`config.mk`:
```
export PLATFORM = sky130hd
export DESIGN_NAME = saes_sbox_arbiter
export DESIGN_NICKNAME = d
export VERILOG_FILES = /design/src/rtl/saes_sbox_arbiter.sv
export SDC_FILE = /design/constraint.sdc
export NUM_CORES = 1
export LEC_CHECK = 0
export ABC_AREA = 1
export CORE_MARGIN = 2
export CORE_UTILIZATION = 42
export CTS_BUF_LIST = sky130_fd_sc_hd__clkbuf_16
export CTS_CLUSTER_DIAMETER = 100
export DETAILED_ROUTE_END_ITERATION = 12
export PLACE_DENSITY_LB_ADDON = 0.1
export RECOVER_POWER = 25
export SETUP_SLACK_MARGIN = 0.4
export SYNTH_ARGS = -nofsm -noshare
export SYNTH_HDL_FRONTEND = slang
export SYNTH_SLANG_ARGS = --single-unit
```
`constraint.sdc`:
```
create_clock -name clk -period 2.9 [get_ports clk]
set_input_delay 0.58 -clock clk [delete_from_list [all_inputs] [get_ports clk]]
set_output_delay 0.58 -clock clk [all_outputs]
set_load 0.02 [all_outputs]
```
`src/rtl/saes_sbox_arbiter.sv`:
```
// Shares one S-AES 4-bit S-box between the round state (ST_NIBS nibbles) and key schedule (KEY_NIBS nibbles).
// Latency: N cycles from the accept edge to done (N = nibble count); one request per N+1 cycles.
// Backpressure: ready is offered only in IDLE to the arbitration winner; SAES_SBOX_ARB_FIXED_PRIO_EN makes key win ties.

// S-AES nibble substitution table.
// Latency: combinational.
// Backpressure: none.
module sbox (
    input  logic [3:0] data,
    output logic [3:0] dout
);
    always_comb begin
        case (data)
            4'h0: dout = 4'h9;
            4'h1: dout = 4'h4;
            4'h2: dout = 4'hA;
            4'h3: dout = 4'hB;
            4'h4: dout = 4'hD;
            4'h5: dout = 4'h1;
            4'h6: dout = 4'h8;
            4'h7: dout = 4'h5;
            4'h8: dout = 4'h6;
            4'h9: dout = 4'h2;
            4'hA: dout = 4'h0;
            4'hB: dout = 4'h3;
            4'hC: dout = 4'hC;
            4'hD: dout = 4'hE;
            4'hE: dout = 4'hF;
            4'hF: dout = 4'h7;
            default: dout = 4'h0;
        endcase
    end
endmodule

module saes_sbox_arbiter #(
    parameter int ST_NIBS  = 4,
    parameter int KEY_NIBS = 2
) (
    input  logic                  clk,
    input  logic                  rst,
    input  logic                  st_valid,
    output logic                  st_ready,
    input  logic [4*ST_NIBS-1:0]  st_data,
    output logic                  st_done,
    output logic [4*ST_NIBS-1:0]  st_dout,
    input  logic                  key_valid,
    output logic                  key_ready,
    input  logic [4*KEY_NIBS-1:0] key_data,
    output logic                  key_done,
    output logic [4*KEY_NIBS-1:0] key_dout,
    output logic                  busy
);
    localparam int SW   = 4 * ST_NIBS;
    localparam int KW   = 4 * KEY_NIBS;
    localparam int MAXN = (ST_NIBS > KEY_NIBS) ? ST_NIBS : KEY_NIBS;
    localparam int WW   = 4 * MAXN;
    localparam int CW   = $clog2(MAXN + 1);

    typedef enum logic {IDLE, SUB} state_t;

    state_t        state, state_nxt;
    logic [WW-1:0] work, shadow, shadow_nxt;
    logic          owner_st;
    logic [CW-1:0] cnt, nlast;
    logic          prio_st, win_st, accept, last;
    logic [3:0]    sb_in, sb_out;

`ifdef SAES_SBOX_ARB_FIXED_PRIO_EN
    assign prio_st = 1'b0;
`else
    logic ptr_st;
    assign prio_st = ptr_st;

    // Pointer names the port that wins the next tie; it hands priority to the loser.
    always_ff @(posedge clk or posedge rst) begin
        if (rst)
            ptr_st <= 1'b0;
        else if (accept)
            ptr_st <= !win_st;
    end
`endif

    sbox u_sbox (.data(sb_in), .dout(sb_out));

    always_comb begin
        state_nxt = state;
        st_ready  = 1'b0;
        key_ready = 1'b0;
        win_st    = 1'b0;
        sb_in     = 4'h0;
        last      = 1'b0;
        case (state)
            IDLE: begin
                if (!rst) begin
                    win_st    = st_valid && (!key_valid || prio_st);
                    st_ready  = win_st;
                    key_ready = key_valid && !win_st;
                    if (st_valid || key_valid)
                        state_nxt = SUB;
                end
            end
            SUB: begin
                sb_in = work[WW-1 -: 4];
                last  = (cnt == nlast);
                if (last)
                    state_nxt = IDLE;
            end
            default: state_nxt = IDLE;
        endcase
    end

    assign accept     = st_ready || key_ready;
    assign busy       = (state == SUB);
    // Words are left-aligned in work so the MSB nibble is always at the top; results shift in at the bottom.
    assign shadow_nxt = {shadow[WW-5:0], sb_out};

    always_ff @(posedge clk or posedge rst) begin
        if (rst) begin
            state    <= IDLE;
            work     <= '0;
            shadow   <= '0;
            owner_st <= 1'b0;
            cnt      <= '0;
            nlast    <= '0;
            st_dout  <= '0;
            key_dout <= '0;
            st_done  <= 1'b0;
            key_done <= 1'b0;
        end else begin
            state    <= state_nxt;
            st_done  <= 1'b0;
            key_done <= 1'b0;
            if (accept) begin
                owner_st <= win_st;
                cnt      <= '0;
                shadow   <= '0;
                if (win_st) begin
                    nlast <= CW'(ST_NIBS - 1);
                    work  <= WW'(st_data) << (WW - SW);
                end else begin
                    nlast <= CW'(KEY_NIBS - 1);
                    work  <= WW'(key_data) << (WW - KW);
                end
            end else if (state == SUB) begin
                work   <= work << 4;
                shadow <= shadow_nxt;
                cnt    <= cnt + 1'b1;
                if (last) begin
                    if (owner_st) begin
                        st_dout <= shadow_nxt[SW-1:0];
                        st_done <= 1'b1;
                    end else begin
                        key_dout <= shadow_nxt[KW-1:0];
                        key_done <= 1'b1;
                    end
                end
            end
        end
    end
endmodule

```
# Word-level counts from Yosys, hierarchy flattened
# Memories as Yosys holds them, arrays and structs flattened.
# Index checks and enable logic that the tools add are counted.
[op_classes] n_addsub=1 eq_ne=1 n_mux=26 bitwise=3 reduce_logical=11
[ops] op="16-bit two-way mux" count=3
[ops] op="12-bit two-way mux" count=2
[ops] op="1-bit two-way mux" count=16
[ops] op="4-bit AND reduction" count=2
[ops] op="3-bit two-way mux" count=2
[ops] op="4-bit two-way mux" count=1
[ops] op="3-bit by 1-bit adder with 3-bit output (second input constant)" count=1
[ops] op="3-bit equality test" count=1
[ops] op="1-bit logical NOT" count=3
[ops] op="1-bit logical OR" count=3
[ops] op="1-bit inverter" count=3
[ops] op="1-bit logical AND" count=2
[ops] op="2-bit two-way mux" count=1
[ops] op="1-bit case mux with 2 select lines" count=1
[ops] op="2-bit nonzero test" count=1
[totals] reg_bits=63 romBits=64 inputBits=28 out_inout_bits=29 elab_cells=54 mem_count=1
[mem_list] memory="(no name shown)" words=16 word_bits=4 read_ports=1 rd_clocked_by_memory_dff=0 write_ports=0 line="13" text="case (data)"

# Depth between registers and ports, before layout
# Gate-level depths: netlist of run 1.
[logic_depth] ltp_word=10 ltp_mapped=11 ltp_nobuf=9

# By module
# From an unflattened synthesis of run 1, not the netlist that was laid out.
[hier_totals] cells_unflattened=403 area_unflattened_um2=3131.8
[by_module_without_submodules] module="saes_sbox_arbiter" instances=1 cells_each=366 area_per_inst_um2=2909.0 seq_area_each_um2=1526.5
[by_module_without_submodules] module="sbox" instances=1 cells_each=37 area_per_inst_um2=222.7 seq_area_each_um2=0.0

# Worst setup path before layout of run 1
# Ideal clock, no wire load.
[synth_path] path_type="input -> register" startpoint="in rst" endpoint="reg work[15]" setup_ps=124 t_arrival_ps=2619 required_time_ps=2776 slack_ps=157 path_stages=7 path_buffers=1 cell_sequence="inv_1 > o21ai_4 > nand2_2 > inv_2 > buf_4 > nand2_1 > nand3_1"
[synth_via] elab_chain_len=4 word_cells_on_any_way=8 cone_classes="6 x mux; 2 x reduce/logical"
[synth_rtl] item="start, declared" line="40" text="input logic rst,"
[synth_rtl] item="1-bit two-way mux" line="94" text="if (!rst) begin"
[synth_rtl] item="1-bit two-way mux" line="92" text="case (state)"
[synth_rtl] item="16-bit two-way mux or 1-bit logical OR (tied branches)" line="137, 112"
[synth_rtl] item="16-bit two-way mux or 2-bit nonzero test (tied branches)"
[synth_rtl] item="end signal, assigned" line="139" text="work <= WW'(st_data) << (WW - SW);"
[synth_rtl] item="end signal, assigned" line="142" text="work <= WW'(key_data) << (WW - KW);"
[synth_rtl] item="end signal, assigned" line="145" text="work <= work << 4;"
[synth_rtl] item="end, declared" line="62" text="logic [WW-1:0] work, shadow, shadow_nxt;"
# Several ways; a longest one is shown, not always the timed one.
# A chain may end at the register's enable or synchronous reset.

# Worst setup path after layout of run 1
[layout_path] startpoint="in rst" endpoint="out st_ready"
[layout_via] elab_chain_len=2
[layout_rtl] item="1-bit two-way mux" line="94"
[layout_rtl] item="1-bit two-way mux" line="92"
[layout_rtl] item="end, declared" line="42" text="output logic st_ready,"
# No other way between the ends.

==> flow_summary_export.csv, run 1 <==
group,metric,value,unit
clock_tree,cts_buffer_depth,2,
clock_tree,clk-insertion-delay-late,330,ps
worst_setup_path,crit_arrival,1890,ps
cells_and_area,utilization,0.574,
timing,fin_tns_setup,0,ps
synth,syn-cell-area,2980,um2
cells_and_area,seqCellArea,1530,um2
timing,skew,3.35,ps
placement,dp_cells,516,
routing,vias,2509,
clock_tree,cts-root-buf,"clkbuf_16",
synth,synth_seq_cells,61,
timing,drv_slew,0,
routing,drc,0,
routing,routed_via_density,4.72,
die,initial_core_util,0.436,
clock_tree,cts.clk_slew.worst_paths,50,ps
cells_and_area,area_growth,31.8,%
routing,dr_wl_met2,3.03,mm
cells_and_area,mostFrequentLayoutCells,"nand2_1, dfrtp_1, nand3_1",
die,fp.dieW,88.2,um
routing,wl_met1,3.08,mm
timing,setup_violations,0,
timing,setup_ws,429,ps
worst_setup_path,worst-path-buf-inv,3,
synth,syn_nets,407,
timing,worstMarginPinSlew,1490,ps
timing,slew_headroom,0.00886,
synth,synth_warnings,0,
synth,synthDistinctLibCells,26,
clock_tree,cts_tree,"done",
grt,grt_max_degree,62,
grt,overflow,0,
die,coreArea,6830,um2
clock_tree,cts_sinks,61,
worst_setup_path,worstPathRequired,2320,ps
routing,dr.pass1.iters,4,
timing,period_needed,2470,ps
grt,grt_usage,0.188,
timing,max_freq,405,MHz
job,max_cap_violations,0,
min_path,hp-class,"reg2reg",
routing,routedWlPerCell,12.2,um
worst_setup_path,cpLargestDelayFamily,"buffers and inverters",
routing,first_iter_violations,74,
placement,portBuffers,56,
worst_setup_path,path_cells,"dlygate4sd3_1 -> nor2_4 -> nand3_2 -> inv_1 -> dlygate4sd2_1",
timing,fin_crit_sh,0.852,
synth,yosysSeqAreaShare,0.513,
cells_and_area,antenna_cells,0,
synth,avgSynthCellArea,7.98,um2
die,dieArea,7780,um2
cells_and_area,design_area,3920,um2
routing,top_layer_used,"met4",
worst_setup_path,path_class,"in2out",
die,die_h,88.2,um
timing,hold_viol_final,0,
cells_and_area,multi_input_area,1160,um2
cells_and_area,drive_gt1_frac,0.0849,
synth,syn_inst,373,
cells_and_area,final_nets,465,
clock_tree,holdBufCountCts,0,
pwr,vdd_drop_max,513,uV
grt,antenna_found_initial,0,
clock_tree,h-tree-depth,3,
pwr,p_leak,2.06,nW
grt,grt_pass1_wl,11.1,mm
worst_setup_path,endpoint_kind,"output port",
worst_setup_path,critPathMaxFanout,5,
worst_setup_path,slowest_delay,600,ps
placement,gp_congestion,0.886,
worst_setup_path,crit_path_top_delay_cell,"dlygate4sd3_1",
cells_and_area,fin_cells,532,
cells_and_area,fillers,636,
routing,postRouteAntennaNets,0,
cells_and_area,final_common_cell,"nand2_1",
pwr,powerDensity,1090,nW/um2
placement,place_area,3620,um2
grt,grt_pass1_vias,2411,
timing,rsz0062_at_grt,"false",
die,io_pins,57,
placement,dpl.hpwl,4.58,mm
clock_tree,cts_buffers,9,
placement,place_ws,231,ps
routing,drt_wl_total,6.48,mm
worst_setup_path,start_kind,"input pin",
status,status,"finished, final reports clean",
die,rows,30,
routing,met3RoutedLength,311,um
## path summary, 6_finish.rpt
check                               to  slack [ps]  cells past startpoint         from
min reg2reg                key_dout[6]         470                      2  key_dout[6]
max reg2reg                st_dout[14]         910                      7     owner_st
max                           st_ready         430                      5          rst
max in group asynchronous  key_dout[7]         610                      3          rst
min in group asynchronous      prio_st        1410                      3          rst
min                        key_dout[6]         470                      2  key_dout[6]
## layer usage
metal,track usage,vias up
li1,-,1289
met1,0.241,1152
met2,0.304,62
met3,0.0556,6
met4,0.0620,0
met5,0,-
## timing repair
| action | CTS | global route |
|---|---|---|
| setup endpoints to repair | 2 | 0 |
| buffers inserted | 0 | 0 |
| resized for setup | 2 | 0 |
## where the power goes
group          switching (mW)  internal (mW)  total (mW)
Combinational            1.05          0.678        1.73
Clock                   0.376          0.746        1.12
Sequential              0.238           1.19        1.43
Total                    1.66           2.62        4.28
## metrics by stage
| stage | total power, mW | hold WS [ps] |
|---|---|---|
| finish | 4.28 | 467 |
| global route | 4.63 | 488 |
| floorplan | 2.59 | 442 |
| global placement | 3.14 | 454 |
| detailed placement | 3.19 | 458 |
| CTS | 4.32 | 472 |
## logic make-up after synthesis
group,after synthesis,synth area share
AO/OA/AOI/OAI,25,0.0509
adder cells (fa/ha/maj),6,0.0252
buffers and inverters,68,0.0963
flip-flops,61,0.513
AND/OR/NAND/NOR,213,0.315
## final cells by class
type | instances | share of cell area
Tap cell | 96 | 0.0306
Clock buffer | 9 | 0.0574
Multi-Input combinational cell | 244 | 0.296
Inverter | 53 | 0.0510
Sequential cell | 61 | 0.389
Timing Repair Buffer | 62 | 0.153
Clock inverter | 7 | 0.0230
## state kept, by name, indices dropped and copies added, names as in the netlist
name	count
cnt	3
st_done	1
key_done	1
work	16
owner_st	1
st_dout	16
shadow	12
prio_st	1
nlast	1
busy	1
key_dout	8
## synthesized netlist by cell type
cell,n,share of area
a21oi_2,1,0.0029
buf_1,1,0.0013
buf_2,7,0.012
buf_4,4,0.010
buf_6,1,0.0038
clkbuf_1,2,0.0025
clkinv_1,2,0.0025
dfrtp_1,61,0.51
ha_1,6,0.025
inv_1,45,0.057
inv_2,6,0.0076
nand2_1,135,0.17
nand2_2,4,0.0084
nand3_1,55,0.092
nand3_2,2,0.0067
nand3b_1,1,0.0025
nand4_1,7,0.015
nor2_1,3,0.0038
nor2_4,2,0.0076
o21ai_0,8,0.013
o21ai_1,9,0.015
o21ai_2,1,0.0029
o21ai_4,1,0.0055
o21bai_1,1,0.0025
o22ai_1,4,0.0084
or2_0,4,0.0084
## worst register-to-register path: stages, from the launching register on
cell     delay (ps)
dfrtp_1         770
inv_2           220
nand2_1         130
inv_1            40
nor2_1          150
nand3_2         310
nand2_1         180
nand2_1          70
(Power assumes the default switching activity.)
==> run 2, diff against run 1 <==
--- a/config.mk
+++ b/config.mk
@@ -6,6 +6,7 @@
 export NUM_CORES = 1
 export LEC_CHECK = 0
 export ABC_AREA = 1
+export CAP_MARGIN = 20
 export CORE_MARGIN = 2
 export CORE_UTILIZATION = 42
 export CTS_BUF_LIST = sky130_fd_sc_hd__clkbuf_16
==> constraint.sdc (replaced) <==
create_clock -name clk -period 3 [get_ports clk]
set_input_delay 0.6 -clock clk [delete_from_list [all_inputs] [get_ports clk]]
set_output_delay 0.6 -clock clk [all_outputs]
set_load 0.02 [all_outputs]
==> flow_summary_export.csv, run 2 (synthesis results as in run 1) <==
group,metric,value,unit
die,initial_core_util,0.436,
placement,place_ws,300,ps
pwr,finalPower,4.12,mW
grt,grt_usage,0.188,
placement,portBuffers,56,
clock_tree,cts_sinks,61,
routing,first_iter_violations,123,
grt,overflow,0,
cells_and_area,fin_cells,532,
min_path,hp-class,"reg2reg",
routing,vias,2480,
routing,postRouteAntennaNets,0,
clock_tree,cts.clk_slew.worst_paths,50,ps
timing,period_needed,2500,ps
pwr,p_int,2.52,mW
cells_and_area,reg.largest.list,"st_dout: 16 flops, work: 16 flops, shadow: 12 flops",
timing,fin_tns_setup,0,ps
worst_setup_path,worstPathRequired,2400,ps
routing,dr.pass1.iters,4,
routing,drt_wl_total,6.32,mm
clock_tree,cts-root-buf,"clkbuf_16",
status,status,"finished, final reports clean",
min_path,hold_start,"key_dout[7]",
pwr,p_sw_frac,0.387,
die,io_pins,57,
clock_tree,holdBufCountCts,0,
timing,hold_viol_final,0,
cells_and_area,final_nets,465,
grt,grt_pass1_vias,2427,
worst_setup_path,r2r_setup_slack,1030,ps
clock_tree,cts_tree,"done",
die,die_h,88.2,um
pwr,clockPowerShare,0.260,
cells_and_area,final_common_cell,"nand2_1",
worst_setup_path,r2r-start,"owner_st",
pwr,pwr-share-seq,0.336,
timing,drv_slew,0,
pwr,comb_power_share,0.404,
clock_tree,post_cts_buffers,0,
cells_and_area,drive_gt1_frac,0.0803,
die,fp.dieW,88.2,um
timing,fin_crit_sh,0.833,
grt,grt_pass1_wl,11.2,mm
die,rows,30,
timing,max_freq,400,MHz
timing,setup_violations,0,
grt,antenna_found_initial,0,
timing,skew,6.67,ps
clock_tree,cts_buffer_depth,2,
die,coreArea,6830,um2
worst_setup_path,critPathMaxFanout,5,
cells_and_area,antenna_cells,0,
timing,rsz0062_at_grt,"false",
routing,drc,0,
placement,place_area,3620,um2
worst_setup_path,start_kind,"input pin",
timing,worstMarginPinSlew,1480,ps
grt,grt_max_degree,62,
timing,slew_headroom,0.0124,
die,dieArea,7780,um2
min_path,worstHoldPathCells,2,
worst_setup_path,path_class,"in2out",
clock_tree,clk-insertion-delay-late,330,ps
pwr,powerDensity,1050,nW/um2
min_path,hold_end,"key_dout[7]",
cells_and_area,mostFrequentLayoutCells,"nand2_1, dfrtp_1, nand3_1",
placement,dpl.hpwl,4.49,mm
clock_tree,h-tree-depth,3,
pwr,power_switching,1.59,mW
cells_and_area,area_growth,31.4,%
cells_and_area,utilization,0.572,
worst_setup_path,rr_worst_depth,7,
timing,setup_ws,502,ps
placement,gp_congestion,0.900,
job,max_cap_violations,0,
pwr,p_leak,2.06,nW
cells_and_area,design_area,3910,um2
worst_setup_path,endpoint_kind,"output port",
placement,dp_cells,516,
clock_tree,cts_buffers,9,
pwr,vdd_drop_max,439,uV
worst_setup_path,crit_arrival,1900,ps
timing,whs,467,ps
worst_setup_path,r2r-end,"st_dout[15]",
routing,routed_via_density,4.66,
routing,routedWlPerCell,11.9,um
-- run 2: final cells by class --
cell class / instances / area [um2]
Clock inverter: 7 / 81.3
Tap cell: 96 / 120
Clock buffer: 9 / 225
Multi-Input combinational cell: 244 / 1160
Timing Repair Buffer: 62 / 597
Fill cell: 653 / 2920
Inverter: 53 / 200
Sequential cell: 61 / 1530
-- run 2: layer usage --
| metal | vias up | global-route usage | routed length, um |
|---|---|---|---|
| met2 | 62 | 0.305 | 2960 |
| met3 | 10 | 0.0443 | 241 |
| met4 | 0 | 0.0950 | 140 |
| li1 | 1290 | - | - |
| met1 | 1118 | 0.234 | 2980 |
| met5 | - | 0 | 0 |
-- run 2: how the worst max path moves through the flow --
stage,startpoint,endpoint,slack (ps),depth (start not counted)
5_1_grt,rst,st_dout[13],320,3
3_5_place_dp,rst,st_ready,300,5
2_1_floorplan,rst,work[15],680,7
4_1_cts,rst,st_ready,570,5
6_report,rst,st_ready,500,5
3_3_place_gp,rst,st_ready,320,5
-- run 2: repair_timing --
| action | 4_1_cts | 5_1_grt |
|---|---|---|
| gates resized for setup | 2 | 0 |
| setup endpoints to repair | 2 | 0 |
| hold endpoints to repair | 0 | 0 |
-- run 2: critical path, stage by stage --
cell	delay [ps]
dlygate4sd3_1	590
nor2_4	130
nand3_2	90
inv_1	130
dlygate4sd2_1	350
-- run 2: power by group through the flow --
| stage | Clock [mW] | Sequential [mW] | Combinational, mW |
|---|---|---|---|
| floorplan | 0 | 1.50 | 1.01 |
| CTS | 1.09 | 1.39 | 1.69 |
| global route | 1.13 | 1.43 | 1.90 |
| detailed placement | 0 | 1.40 | 1.68 |
| global placement | 0 | 1.38 | 1.65 |
| finish | 1.07 | 1.38 | 1.66 |
==> run 3, diff against run 2 <==
==> constraint.sdc (replaced) <==
create_clock -name clk -period 2.1 [get_ports clk]
set_input_delay 0.42 -clock clk [delete_from_list [all_inputs] [get_ports clk]]
set_output_delay 0.42 -clock clk [all_outputs]
set_load 0.02 [all_outputs]
==> flow_summary_export.csv, run 3 (synthesis results as in run 1) <==
group,metric,value,unit
pwr,vdd_drop_max,632,uV
clock_tree,clk-insertion-delay-late,330,ps
pwr,pwr-share-seq,0.326,
grt,grt_pass1_vias,2535,
pwr,p_int,3.55,mW
cells_and_area,final_common_cell,"nand2_1",
timing,max_freq,573,MHz
placement,place_area,3710,um2
clock_tree,h-tree-depth,3,
worst_setup_path,startpoint,"busy",
die,initial_core_util,0.436,
timing,worstMarginPinSlew,770,ps
routing,dr.pass1.iters,4,
pwr,power_switching,2.36,mW
die,dieArea,7780,um2
routing,drt_wl_total,6.44,mm
cells_and_area,mostFrequentLayoutCells,"nand2_1, dfrtp_1, nand3_1",
worst_setup_path,critPathMaxFanout,3,
cells_and_area,final_nets,477,
grt,overflow,0,
worst_setup_path,path_class,"reg2out",
timing,setup_violations,0,
placement,dpl.hpwl,4.54,mm
timing,period_needed,1750,ps
grt,grt_usage,0.187,
die,io_pins,57,
timing,fin_crit_sh,0.831,
cells_and_area,drive_gt1_frac,0.127,
clock_tree,cts_buffers,9,
placement,gp_congestion,0.754,
pwr,powerDensity,1490,nW/um2
worst_setup_path,r2r_setup_slack,410,ps
clock_tree,cts-root-buf,"clkbuf_16",
timing,hold_viol_final,0,
clock_tree,cts_tree,"done",
grt,antenna_found_initial,0,
routing,first_iter_violations,103,
clock_tree,cts_sinks,61,
worst_setup_path,endpoint_kind,"output port",
cells_and_area,design_area,3970,um2
placement,portBuffers,56,
cells_and_area,antenna_cells,0,
placement,dp_cells,527,
min_path,hp-class,"reg2reg",
die,rows,30,
cells_and_area,fillers,656,
timing,whs,463,ps
worst_setup_path,crit_arrival,1330,ps
worst_setup_path,r2r-start,"busy",
placement,place_ws,-160,ps
routing,postRouteAntennaNets,0,
grt,grt_max_degree,62,
pwr,comb_power_share,0.406,
clock_tree,cts.clk_slew.worst_paths,50,ps
routing,drc,0,
status,status,"finished, final reports clean",
pwr,p_sw_frac,0.399,
routing,routed_via_density,4.72,
grt,grt_pass1_wl,11.1,mm
worst_setup_path,start_kind,"flop",
routing,routedWlPerCell,11.8,um
job,max_cap_violations,0,
timing,skew,4.79,ps
clock_tree,holdBufCountCts,0,
timing,setup_ws,354,ps
timing,drv_slew,0,
timing,slew_headroom,0.487,
worst_setup_path,worstPathRequired,1680,ps
cells_and_area,fin_cells,544,
die,coreArea,6830,um2
timing,rsz0062_at_grt,"true",
clock_tree,cts_buffer_depth,2,
routing,vias,2565,
die,die_h,88.2,um
cells_and_area,area_growth,33.5,%
cells_and_area,reg.largest.list,"st_dout: 16 flops, work: 16 flops, shadow: 12 flops",
min_path,hold_start,"st_dout[7]",
die,fp.dieW,88.2,um
pwr,clockPowerShare,0.269,
pwr,p_leak,2.15,nW
run 3: stage by stage:
step,util,TNS [ps],power (mW)
2_1_floorplan,-,-66.0,3.59
3_3_place_gp,0.544,-267,4.45
3_5_place_dp,0.544,-305,4.49
4_1_cts,0.589,0,6.04
5_1_grt,0.582,0,6.36
6_report,0.582,0,5.90
run 3: power by group through the flow:
stage	logic, mW	clock network (mW)	registers [mW]
finish	2.40	1.59	1.92
global route	2.72	1.66	1.99
CTS	2.50	1.61	1.93
detailed placement	2.55	0	1.94
global placement	2.52	0	1.93
floorplan	1.45	0	2.14
run 3: final timing paths:
| check | end | depth (start not counted) |
|---|---|---|
| setup / recovery | st_ready | 4 |
| hold / removal | st_dout[7] | 2 |
| setup reg to reg | work[9] | 8 |
| hold reg to reg | st_dout[7] | 2 |
| max in group asynchronous | shadow[10] | 4 |
| min in group asynchronous | prio_st | 4 |
run 3: metal layers:
layer | global-route usage | part of all wire
met1 | 0.225 | 0.45
met2 | 0.326 | 0.50
met3 | 0.0339 | 0.040
met4 | 0.0826 | 0.0099
met5 | 0 | 0
run 3: cell type report:
type,instances,area (um2),area share
Sequential cell,61,1530,0.384
Timing Repair Buffer,74,623,0.157
Inverter,53,200,0.0504
Clock buffer,9,225,0.0567
Tap cell,96,120,0.0302
Multi-Input combinational cell,244,1180,0.297
Clock inverter,7,97.6,0.0246
run 3: what timing repair did:
action | 4_1_cts | 5_1_grt
setup endpoints to repair | 25 | 41
resized for setup | 30 | 19
buffers inserted | 1 | 0
pin swaps | 1 | 1
endpoints found under the hold margin | 0 | 0
run 3: critical path, stage by stage, from the launching register on:
cell and delay (ps):
dfrtp_1 420, nor2_1 210, nand3_2 140, inv_1 90, buf_4 140
